===== src/rtl/pipe_hazard_ctrl_pkg.sv =====
// Shared types and constants for the pipeline hazard controller.
package pipe_hazard_ctrl_pkg;

  localparam int REG_IDX_W       = 5;
  localparam int STALL_CNT_W_DEF = 16;

  typedef enum logic [1:0] {
    RUN       = 2'd0,
    MEM_WAIT  = 2'd1,
    EXC_DRAIN = 2'd2
  } hz_state_t;

endpackage


===== src/rtl/pipe_hazard_ctrl_load_use_detect.sv =====
// Load-use detector: the EX-stage load writes a register the ID instruction reads.
module load_use_detect
  import pipe_hazard_ctrl_pkg::*;
(
  input  logic                 ex_memread,
  input  logic [REG_IDX_W-1:0] ex_rt,
  input  logic [REG_IDX_W-1:0] id_rs,
  input  logic [REG_IDX_W-1:0] id_rt,
  input  logic                 id_uses_rt,
  output logic                 load_use
);

  // Register 0 is hard-wired, so a load into it never creates a dependency.
  assign load_use = ex_memread && (ex_rt != '0) &&
                    ((ex_rt == id_rs) || (id_uses_rt && (ex_rt == id_rt)));

endmodule


===== src/rtl/pipe_hazard_ctrl.sv =====
// Pipeline hazard controller: stalls, flushes, memory-wait holds and exception
// redirect, with a saturating count of frozen-fetch cycles.
module pipe_hazard_ctrl
  import pipe_hazard_ctrl_pkg::*;
#(
  parameter int STALL_CNT_W = STALL_CNT_W_DEF
) (
  input  logic                   clk,
  input  logic                   reset,
  input  logic [REG_IDX_W-1:0]   id_rs,
  input  logic [REG_IDX_W-1:0]   id_rt,
  input  logic                   id_uses_rt,
  input  logic                   ex_memread,
  input  logic [REG_IDX_W-1:0]   ex_rt,
  input  logic                   id_branch_taken,
  input  logic                   id_jump,
  input  logic                   exc_req,
  input  logic                   dmem_wait,
  input  logic                   imem_wait,
  output logic                   pc_ifwrite,
  output logic                   if_flush,
  output logic                   idex_bubble,
  output logic                   pipe_hold,
  output logic                   exmem_flush,
  output logic                   exc_pc_sel,
  output logic [STALL_CNT_W-1:0] stall_cycles
);

  hz_state_t              state, nxt_state;
  logic                   exc_pending, nxt_exc_pending;
  logic                   load_use;

  function automatic logic [STALL_CNT_W-1:0] sat_inc(input logic [STALL_CNT_W-1:0] v);
    return (&v) ? v : v + {{(STALL_CNT_W-1){1'b0}}, 1'b1};
  endfunction

  load_use_detect u_load_use_detect (
    .ex_memread (ex_memread),
    .ex_rt      (ex_rt),
    .id_rs      (id_rs),
    .id_rt      (id_rt),
    .id_uses_rt (id_uses_rt),
    .load_use   (load_use)
  );

  always_comb begin
    pc_ifwrite      = 1'b1;
    if_flush        = 1'b0;
    idex_bubble     = 1'b0;
    pipe_hold       = 1'b0;
    exmem_flush     = 1'b0;
    exc_pc_sel      = 1'b0;
    nxt_state       = state;
    nxt_exc_pending = exc_pending;
    if (!reset) begin
      unique case (state)
        RUN: begin
          if (exc_req) begin
            if_flush    = 1'b1;
            idex_bubble = 1'b1;
            exmem_flush = 1'b1;
            exc_pc_sel  = 1'b1;
            nxt_state   = EXC_DRAIN;
          end else if (dmem_wait) begin
            pc_ifwrite = 1'b0;
            pipe_hold  = 1'b1;
            nxt_state  = MEM_WAIT;
          end else if (load_use) begin
            // One-cycle stall: the bubble drops ex_memread next cycle.
            pc_ifwrite  = 1'b0;
            idex_bubble = 1'b1;
          end else if (id_branch_taken || id_jump) begin
            if_flush = 1'b1;
          end else if (imem_wait) begin
            pc_ifwrite  = 1'b0;
            idex_bubble = 1'b1;
          end
        end
        MEM_WAIT: begin
          if (dmem_wait) begin
            // Exceptions arriving mid-wait are remembered until memory is ready.
            pc_ifwrite = 1'b0;
            pipe_hold  = 1'b1;
            if (exc_req) nxt_exc_pending = 1'b1;
          end else if (exc_pending || exc_req) begin
            if_flush        = 1'b1;
            idex_bubble     = 1'b1;
            exmem_flush     = 1'b1;
            exc_pc_sel      = 1'b1;
            nxt_exc_pending = 1'b0;
            nxt_state       = EXC_DRAIN;
          end else begin
            nxt_state = RUN;
          end
        end
        EXC_DRAIN: begin
          if_flush    = 1'b1;
          idex_bubble = 1'b1;
          nxt_state   = RUN;
        end
        default: nxt_state = RUN;
      endcase
    end
  end

  always_ff @(posedge clk) begin
    if (reset) begin
      state        <= RUN;
      exc_pending  <= 1'b0;
      stall_cycles <= '0;
    end else begin
      state       <= nxt_state;
      exc_pending <= nxt_exc_pending;
      if (!pc_ifwrite) stall_cycles <= sat_inc(stall_cycles);
    end
  end

endmodule

===== config.mk =====
export PLATFORM = sky130hd
export DESIGN_NAME = pipe_hazard_ctrl
export DESIGN_NICKNAME = d
export VERILOG_FILES = /design/src/rtl/pipe_hazard_ctrl_pkg.sv /design/src/rtl/pipe_hazard_ctrl_load_use_detect.sv /design/src/rtl/pipe_hazard_ctrl.sv
export SDC_FILE = /design/constraint.sdc
export NUM_CORES = 1
export LEC_CHECK = 0
export CORE_ASPECT_RATIO = 1.25
export CORE_UTILIZATION = 46
export DETAILED_ROUTE_END_ITERATION = 10
export PLACE_DENSITY = 0.9
export SLEW_MARGIN = 20
export SYNTH_ARGS = -nofsm -noshare
export SYNTH_HDL_FRONTEND = slang
export SYNTH_SLANG_ARGS = --single-unit

===== constraint.sdc =====
create_clock -name clk -period 4.05 [get_ports clk]
set_input_delay 0.405 -clock clk [delete_from_list [all_inputs] [get_ports clk]]
set_output_delay 0.405 -clock clk [all_outputs]
set_load 0.1 [all_outputs]

# Word-level counts from Yosys, hierarchy flattened
# Cells that the tools add are included.
[totals]
word_cells = 64
out_inout_bits = 22
regBits = 19
inputBits = 24
[classes]
add_sub_neg = 1
n_reduce_logical = 13
n_bitwise = 2
n_eq_ne = 7
muxes = 38
[ops]
columns = ["operator", "n"]
rows = [
  ["1-bit 2-to-1 mux", 28],
  ["16-bit by 1-bit adder with 16-bit output (second input constant)", 1],
  ["16-bit AND reduction", 1],
  ["5-bit == test", 2],
  ["2-bit 2-to-1 mux", 4],
  ["1-bit case mux with 2 select lines", 3],
  ["1-bit case mux with 3 select lines", 2],
  ["5-bit nonzero test", 1],
  ["2-bit inequality test (second input constant)", 2],
  ["2-bit case mux with 2 select lines", 1],
  ["2-bit AND reduction", 2],
  ["1-bit logical AND", 3],
  ["1-bit logical OR", 3],
  ["3-bit inequality test (second input constant)", 1],
  ["3-bit AND reduction", 1],
  ["2-bit by 1-bit == test with 1-bit output (second input constant)", 1],
  ["2-bit == test (second input constant)", 1],
  ["2-bit logical NOT", 1],
  ["1-bit NOT", 2],
  ["2-bit nonzero test", 1],
]

# Depth between registers and ports, before layout
# Gate-level depths: netlist of the first run.
[logic_depth]
word_depth = 11
depth_mapped = 9
depth_no_buf = 7

# Hierarchy
# A second synthesis of the first run with hierarchy kept.
[unflattened]
cells_unflattened = 138
hier_area_um2 = 1217.4
[by_module_without_submodules]
columns = ["mod", "area_each_um2", "seq_area_each_um2", "instances", "cells_each"]
rows = [
  ["pipe_hazard_ctrl", 1084.8, 380.4, 1, 121],
  ["load_use_detect", 132.6, 0.0, 1, 17],
]

# Least setup slack after synthesis of the first run
# Ideal clock, no wire load.
[synth_timing]
path_kind = "input -> output"
from = "in reset"
to = "out exmem_flush"
n_path_buf = 2
path_slack_ps = -2612
t_required_ps = 3645
t_arrival_ps = 6257
cell_stages = 3
cell_sequence = "clkbuf_1 a2111oi_0 buf_4"
[synth_between]
elab_chain_len = 1
[synth_lines]
columns = ["element", "line_no", "rtl"]
rows = [
  ["start: declaration", "pipe_hazard_ctrl.sv:9", "input logic reset,"],
  ["1-bit 2-to-1 mux", "-", ""],
  ["end: declaration", "pipe_hazard_ctrl.sv:24", "output logic exmem_flush,"],
]
# Every way passes these cells.

# Worst setup path after layout of the first run
[layout_timing]
from = "in ex_rt[0]"
to = "out if_flush"
[layout_between]
elab_chain_len = 9
elab_cells_between_ends = 12
cone_classes = "eq/ne (2); mux (5); reduce/logical (5)"
[layout_lines]
columns = ["element", "line_no", "rtl"]
rows = [
  ["start: declaration", "pipe_hazard_ctrl.sv:14", "input logic [REG_IDX_W-1:0] ex_rt,"],
  ["5-bit == test", "pipe_hazard_ctrl_load_use_detect.sv:15", "((ex_rt == id_rs) || (id_uses_rt && (ex_rt == id_rt)));"],
  ["1-bit logical AND", "pipe_hazard_ctrl_load_use_detect.sv:15", ""],
  ["1-bit logical OR", "pipe_hazard_ctrl_load_use_detect.sv:15", ""],
  ["1-bit logical AND (*)", "pipe_hazard_ctrl_load_use_detect.sv:14", "assign load_use = ex_memread && (ex_rt != '0) &&"],
  ["1-bit 2-to-1 mux (*)", "pipe_hazard_ctrl.sv:68", "end else if (load_use) begin"],
  ["1-bit 2-to-1 mux (*)", "pipe_hazard_ctrl.sv:64", "end else if (dmem_wait) begin"],
  ["1-bit 2-to-1 mux (*)", "pipe_hazard_ctrl.sv:58", "if (exc_req) begin"],
  ["1-bit case mux with 3 select lines (*)", "pipe_hazard_ctrl.sv:56", "unique case (state)"],
  ["1-bit 2-to-1 mux (*)", "pipe_hazard_ctrl.sv:55", "if (!reset) begin"],
  ["end: declaration", "pipe_hazard_ctrl.sv:21", "output logic if_flush,"],
]
# Mark *: on every way between the ends. The rest lies on a longest branch, timed or not.

==> flow_metrics.py, run 1 <==
metrics = {
    "synth": {
        "synthArstFlopShare": 0,
        "synth-seq-cells": 19,
        "synth_nets": 159,
        "synth_area_mm2": 0.00113,
        "yosys-top-cells-area": "dfxtp_1 (34%), xor2_1 (9.3%), nor2_1 (4.7%), o31ai_1 (4.0%), or4_1 (3.3%)",
        "synth_edf_count": 0,
        "yosysTopAreaCell": "dfxtp_1",
        "synth.distinct_cells": 39,
        "seq_area_frac_synth": 0.337,
        "syn_area_per_cell_um2": 8.43,
        "synthFlopType": "dfxtp_1",
        "synth_top_area_frac": 0.337,
        "syn_inst": 134,
        "yosys_warnings": 0,
    },
    "global_route": {
        "groute.usage.overall": 0.239,
        "grt_max_degree": 25,
        "grt.overflow.total": 0,
        "grt_pass1_vias": 1182,
        "antenna_found_initial": 0,
        "grt_pass1_wl_mm": 4.84,
    },
    "detailed_routing": {
        "wl_mm": 2.81,
        "firstDrtPassIters": 4,
        "drt_iter0_markers": 11,
        "num_vias": 1170,
        "wl_per_cell_um": 13.4,
        "drcViolationCount": 0,
        "vias_per_cell": 5.57,
        "antenna_left": 0,
    },
    "layout": {
        "fin_util": 0.718,
        "layout-drive-gt1-share": 0.101,
        "antennaDiodeCount": 0,
        "fin_nets": 205,
        "n_fill_cell": 183,
        "synthToLayoutAreaGrowth_pct": 43.5,
        "fin_area_mm2": 0.00162,
    },
    "power_and_ir_drop": {
        "p_clk_frac": 0.245,
        "switching_share": 0.322,
        "power_leakage_nw": 0.571,
        "p_switching_uw": 127,
        "p_int_uw": 268,
        "power_frac_seq": 0.489,
        "ir_drop_v": 0.000211,
        "p_comb_frac": 0.265,
        "power_density_mw_per_mm2": 243,
    },
    "timing": {
        "fmax_ghz": 0.336,
        "min_period_ns": 2.98,
        "whs_ns": 0.509,
        "worst_pin_slew_ns": 0.983,
        "max-slew-margin-rel": 0.343,
        "rsz0062_at_grt": "no",
        "final-setup-viol-count": 0,
        "setup_ws_ns": 1.07,
        "finalMaxSlewViolations": 0,
        "fin_tns_setup_ns": 0,
        "clock_skew_ns": 0.00166,
        "hold_viol": 0,
        "fin_crit_sh": 0.735,
    },
    "clock_network": {
        "clk_latency_ns": 0.30,
        "cts_setup_buffers": 0,
        "ctsLongestPathBuffers": 2,
        "clkTransAtPathRegs_ns": 0.10,
        "cts_htree_levels": 1,
        "cts_tree": "done",
        "ctsHoldBuffers": 0,
        "clock_sink_count": 19,
        "cts-root-buf": "clkbuf_4",
        "cts_buffers": 3,
        "cts_resized": 0,
    },
    "critical_path": {
        "cpPeakStageDelay_ns": 0.54,
        "start_kind": "primary input",
        "critical_path_arrival_ns": 2.57,
        "slowest_stage": "or4_1",
        "cp_data_required_time_ns": 3.64,
        "crit_path_max_fanout": 3,
        "critPathKind": "in -> out",
        "end_kind": "primary output",
        "path_cells": "clkdlybuf4s50_1 > or4_1 > o21ai_0 > nor2_1 > o21a_1 > a211oi_2 > buf_4",
    },
    "worst_hold_path": {
        "hold_path.class": "reg -> reg",
    },
    "place": {
        "dp_hpwl_mm": 2.24,
        "placedInstanceArea_mm2": 0.00160,
        "place_congestion": 0.714,
        "post-place-ws_ns": 1.04,
        "port_buffers": 45,
    },
    "die": {
        "dieArea_mm2": 0.00266,
        "die_w_um": 46.3,
        "initial_core_util": 0.500,
        "dieHeight_um": 57.4,
        "pin_count": 46,
        "rows": 19,
        "core-area_mm2": 0.00226,
    },
    "run": {
        "drv_cap": 0,
    },
    "status": {
        "status": "completed",
    },
}
==> worst max-delay path, delay by kind of cell <==
family / cells / cell delay (ns)
AO/OA/AOI/OAI: 3 / 0.71
buffers and inverters: 2 / 0.79
AND/OR/NAND/NOR: 2 / 0.66
==> worst paths after layout <==
| check | end | depth (start not counted) | from | slack (ns) |
|---|---|---|---|---|
| worst max-delay path | if_flush | 7 | ex_rt[0] | 1.07 |
| worst min-delay path | stall_cycles[15] | 2 | stall_cycles[15] | 0.51 |
| worst min register to register | stall_cycles[15] | 2 | stall_cycles[15] | 0.51 |
| worst max register to register | stall_cycles[13] | 6 | state[0] | 1.80 |
==> registers in the layout, indices dropped and copies added, names as in the netlist <==
register      flops
stall_cycles     16
state             2
exc_pending       1
==> power groups by stage <==
stage	clock network (mW)	registers, mW	logic, mW
3_3_place_gp	0	0.197	0.102
2_1_floorplan	0	0.202	0.0608
6_report	0.0969	0.193	0.105
4_1_cts	0.0979	0.193	0.105
5_1_grt	0.107	0.194	0.111
3_5_place_dp	0	0.197	0.105
==> cell usage in the layout (no fill, tap or decap), types with 2 or more instances in the layout <==
master and instances:
and2_1 2, or4_1 5, buf_4 7, mux2i_1 2, clkdlybuf4s50_1 39, nand4_1 4, nor3_1 4, mux2_2 2
o31ai_1 6, nor4_1 4, dfxtp_1 19, o21a_1 2, nor2b_1 5, nand3_1 4, clkbuf_4 3, xnor2_1 3
nand2_1 8, inv_1 3, o21ai_0 5, a21oi_1 7, xor2_1 12, nor2_1 14
==> logic make-up (layout without fill, tap and decap cells) <==
group	after synthesis	count (layout)	synth area share
and+or+nand+nor	57	57	0.277
AOI/OAI and AO/OA	30	30	0.187
DFF	19	19	0.337
xor gates and xnor gates	15	15	0.116
buffers and inverters	8	53	0.0343
muxes	4	4	0.0377
adders and majority gates	1	1	0.0111
==> final cells by class <==
class / count / area [µm²] / area share
Multi-Input combinational cell: 107 / 722 / 0.445
Timing Repair Buffer: 46 / 443 / 0.273
Sequential cell: 19 / 380 / 0.235
Tap cell: 31 / 38.8 / 0.0239
Clock buffer: 4 / 26.3 / 0.0162
Inverter: 3 / 11.3 / 0.00694
==> through the flow <==
step,total power [mW],std cells
after floorplan,0.263,134
after global placement,0.299,206
after detailed placement,0.302,206
after CTS,0.396,210
after global routing,0.411,210
final,0.395,210
==> cells in the mapped netlist (all sizes together), types with 4 or more instances <==
library cell / number
o31ai: 6
xor2: 12
nand4: 5
buf: 4
or4: 5
nor2b: 5
o21ai: 6
nor4: 4
dfxtp: 19
a21oi: 7
nor2: 14
nor3: 4
nand2: 9
nand3: 4
==> routing by layer <==
layer  vias up  routed length [µm]  GRT usage
li1        585                   -          -
met4         0                  35     0.0756
met5         -                   0          0
met2        44                1510      0.440
met3         4                 172     0.0570
met1       537                1090      0.251
Power figures use the tool's default switching activity.
==> inputs of run 2 (changes only) <==
CORE_UTILIZATION = 42   (was 46)
PLACE_DENSITY = 0.83   (was 0.9)
clock period = 3 ns   (was 4.05 ns; I/O delays follow)
==> run 2 against run 1 <==
Effect of this change:
- register-to-register slack worse by 0.99 ns
- core utilization is 4.9 points lower
- count of clock-buffer cells in the layout is 1 lower
- sequential power is 35% higher
- critical path type unchanged
- largest cell class unchanged
==> flow_metrics.py, run 2 (synthesized netlist as in run 1, its figures left out) <==
metrics = {
    "critical_path": {
        "start_kind": "primary input",
        "end_kind": "primary output",
        "cpPeakStageDelay_ns": 0.53,
        "cp_data_required_time_ns": 2.70,
        "critPathKind": "in -> out",
        "crit_path_max_fanout": 3,
        "path_cells": "clkdlybuf4s50_1 > or4_1 > o21ai_0 > nor2_1 > o21a_1 > a211oi_2 > buf_12",
        "critical_path_arrival_ns": 2.27,
        "slowest_stage": "or4_1",
    },
    "layout": {
        "n_fill_cell": 214,
        "fin_area_mm2": 0.00168,
        "synthToLayoutAreaGrowth_pct": 48.3,
        "fin_nets": 207,
        "final_common_cell": "clkdlybuf4s50_1",
        "regMostFlops": "stall_cycles",
        "largest_reg_flops": 16,
        "layout-drive-gt1-share": 0.204,
        "largest_registers": "stall_cycles (16), state (2), exc_pending (1)",
        "layout_common_cells": "clkdlybuf4s50_1 (23), dfxtp_1 (19), buf_4 (19), nor2_1 (14), xor2_1 (12)",
        "antennaDiodeCount": 0,
    },
    "timing": {
        "fmax_ghz": 0.389,
        "rsz0062_at_grt": "no",
        "finalMaxSlewViolations": 0,
        "clock_skew_ns": 0.00485,
        "hold_viol": 0,
        "worst_pin_slew_ns": 0.658,
        "final-setup-viol-count": 0,
        "fin_crit_sh": 0.856,
        "max-slew-margin-rel": 0.560,
        "fin_tns_setup_ns": 0,
        "min_period_ns": 2.57,
    },
    "die": {
        "rows": 20,
        "dieArea_mm2": 0.00290,
        "core-area_mm2": 0.00250,
        "initial_core_util": 0.452,
        "dieHeight_um": 60.0,
        "die_w_um": 48.4,
        "pin_count": 46,
    },
    "power_and_ir_drop": {
        "power_leakage_nw": 0.640,
        "p_comb_frac": 0.288,
        "ir_drop_v": 0.000201,
        "p_int_uw": 374,
        "power_frac_seq": 0.472,
        "power_density_mw_per_mm2": 330,
        "p_switching_uw": 179,
        "p_clk_frac": 0.241,
        "switching_share": 0.324,
    },
    "global_route": {
        "grt.overflow.total": 0,
        "globalRouteMet2Util": 0.419,
        "gr-usage-met3": 0.0254,
        "gr-usage-met1": 0.218,
        "grt_pass1_vias": 1144,
        "grt_max_degree": 24,
        "groute.usage.overall": 0.214,
        "antenna_found_initial": 0,
        "grt_pass1_wl_mm": 4.71,
        "busiest_layer": "met2",
    },
    "detailed_routing": {
        "num_vias": 1181,
        "drt_iter0_markers": 15,
        "vias_per_cell": 5.52,
        "firstDrtPassIters": 4,
        "antenna_left": 0,
        "drcViolationCount": 0,
        "wl_mm": 2.79,
        "wl_per_cell_um": 13.0,
    },
    "place": {
        "dp_hpwl_mm": 2.28,
        "place_congestion": 0.795,
        "placedInstanceArea_mm2": 0.00165,
        "port_buffers": 45,
    },
    "clock_network": {
        "cts-root-buf": "clkbuf_4",
        "ctsHoldBuffers": 0,
        "cts_htree_levels": 1,
        "cts_resized": 0,
        "clkTransAtPathRegs_ns": 0.11,
        "ctsLongestPathBuffers": 2,
        "cts_buffers": 3,
        "cts_setup_buffers": 0,
        "cts_tree": "done",
        "clk_latency_ns": 0.31,
        "clock_sink_count": 19,
    },
    "run": {
        "drv_cap": 0,
    },
    "worst_hold_path": {
        "hold_path.class": "reg -> reg",
    },
    "status": {
        "status": "completed",
    },
}
## run 2: final cells by class
cell class	count	area [µm²]	share of cell area
multi-input cells	107	722	0.431
clock inverters	1	5.00	0.00299
flip-flops and latches	19	380	0.227
well taps	33	41.3	0.0246
inverters	3	11.3	0.00672
clock buffers	3	22.5	0.0134
repair buffers	48	493	0.294
## run 2: stage by stage
step | total power [mW] | setup WS [ns] | instances | hold slack [ns] | util
finish | 0.553 | 0.432 | 214 | 0.506 | 0.670
global placement | 0.422 | 0.438 | 210 | 0.480 | 0.659
floorplan | 0.355 | -0.390 | 134 | 0.422 | -
CTS | 0.559 | 0.415 | 214 | 0.506 | 0.670
global route | 0.577 | 0.323 | 214 | 0.522 | 0.670
detailed placement | 0.427 | 0.312 | 210 | 0.489 | 0.659
## run 2: metal layers
layer	share of wire	up-vias
li1	-	582
met1	0.38	545
met2	0.55	47
met3	0.044	7
met4	0.027	0
met5	0	-
## run 2: worst paths after layout
| check | from | cells after the start | slack, ns | end |
|---|---|---|---|---|
| worst max-delay path | ex_rt[0] | 7 | 0.43 | if_flush |
| worst min-delay path | stall_cycles[12] | 2 | 0.51 | stall_cycles[12] |
| worst max register to register | state[0] | 6 | 0.81 | stall_cycles[13] |
| worst min register to register | stall_cycles[12] | 2 | 0.51 | stall_cycles[12] |
## run 2: power by group through the flow
| stage | logic, mW | clock network (mW) | registers, mW |
|---|---|---|---|
| after detailed placement | 0.160 | 0 | 0.266 |
| final | 0.159 | 0.133 | 0.261 |
| after floorplan | 0.0821 | 0 | 0.273 |
| after global routing | 0.168 | 0.148 | 0.262 |
| after global placement | 0.156 | 0 | 0.266 |
| after CTS | 0.160 | 0.138 | 0.261 |
## run 2: critical path, delay by kind of cell
kind / cells / cell delay [ns]
buffers and inverters: 2 / 0.68
AND/OR/NAND/NOR: 2 / 0.63
AO/OA/AOI/OAI: 3 / 0.65
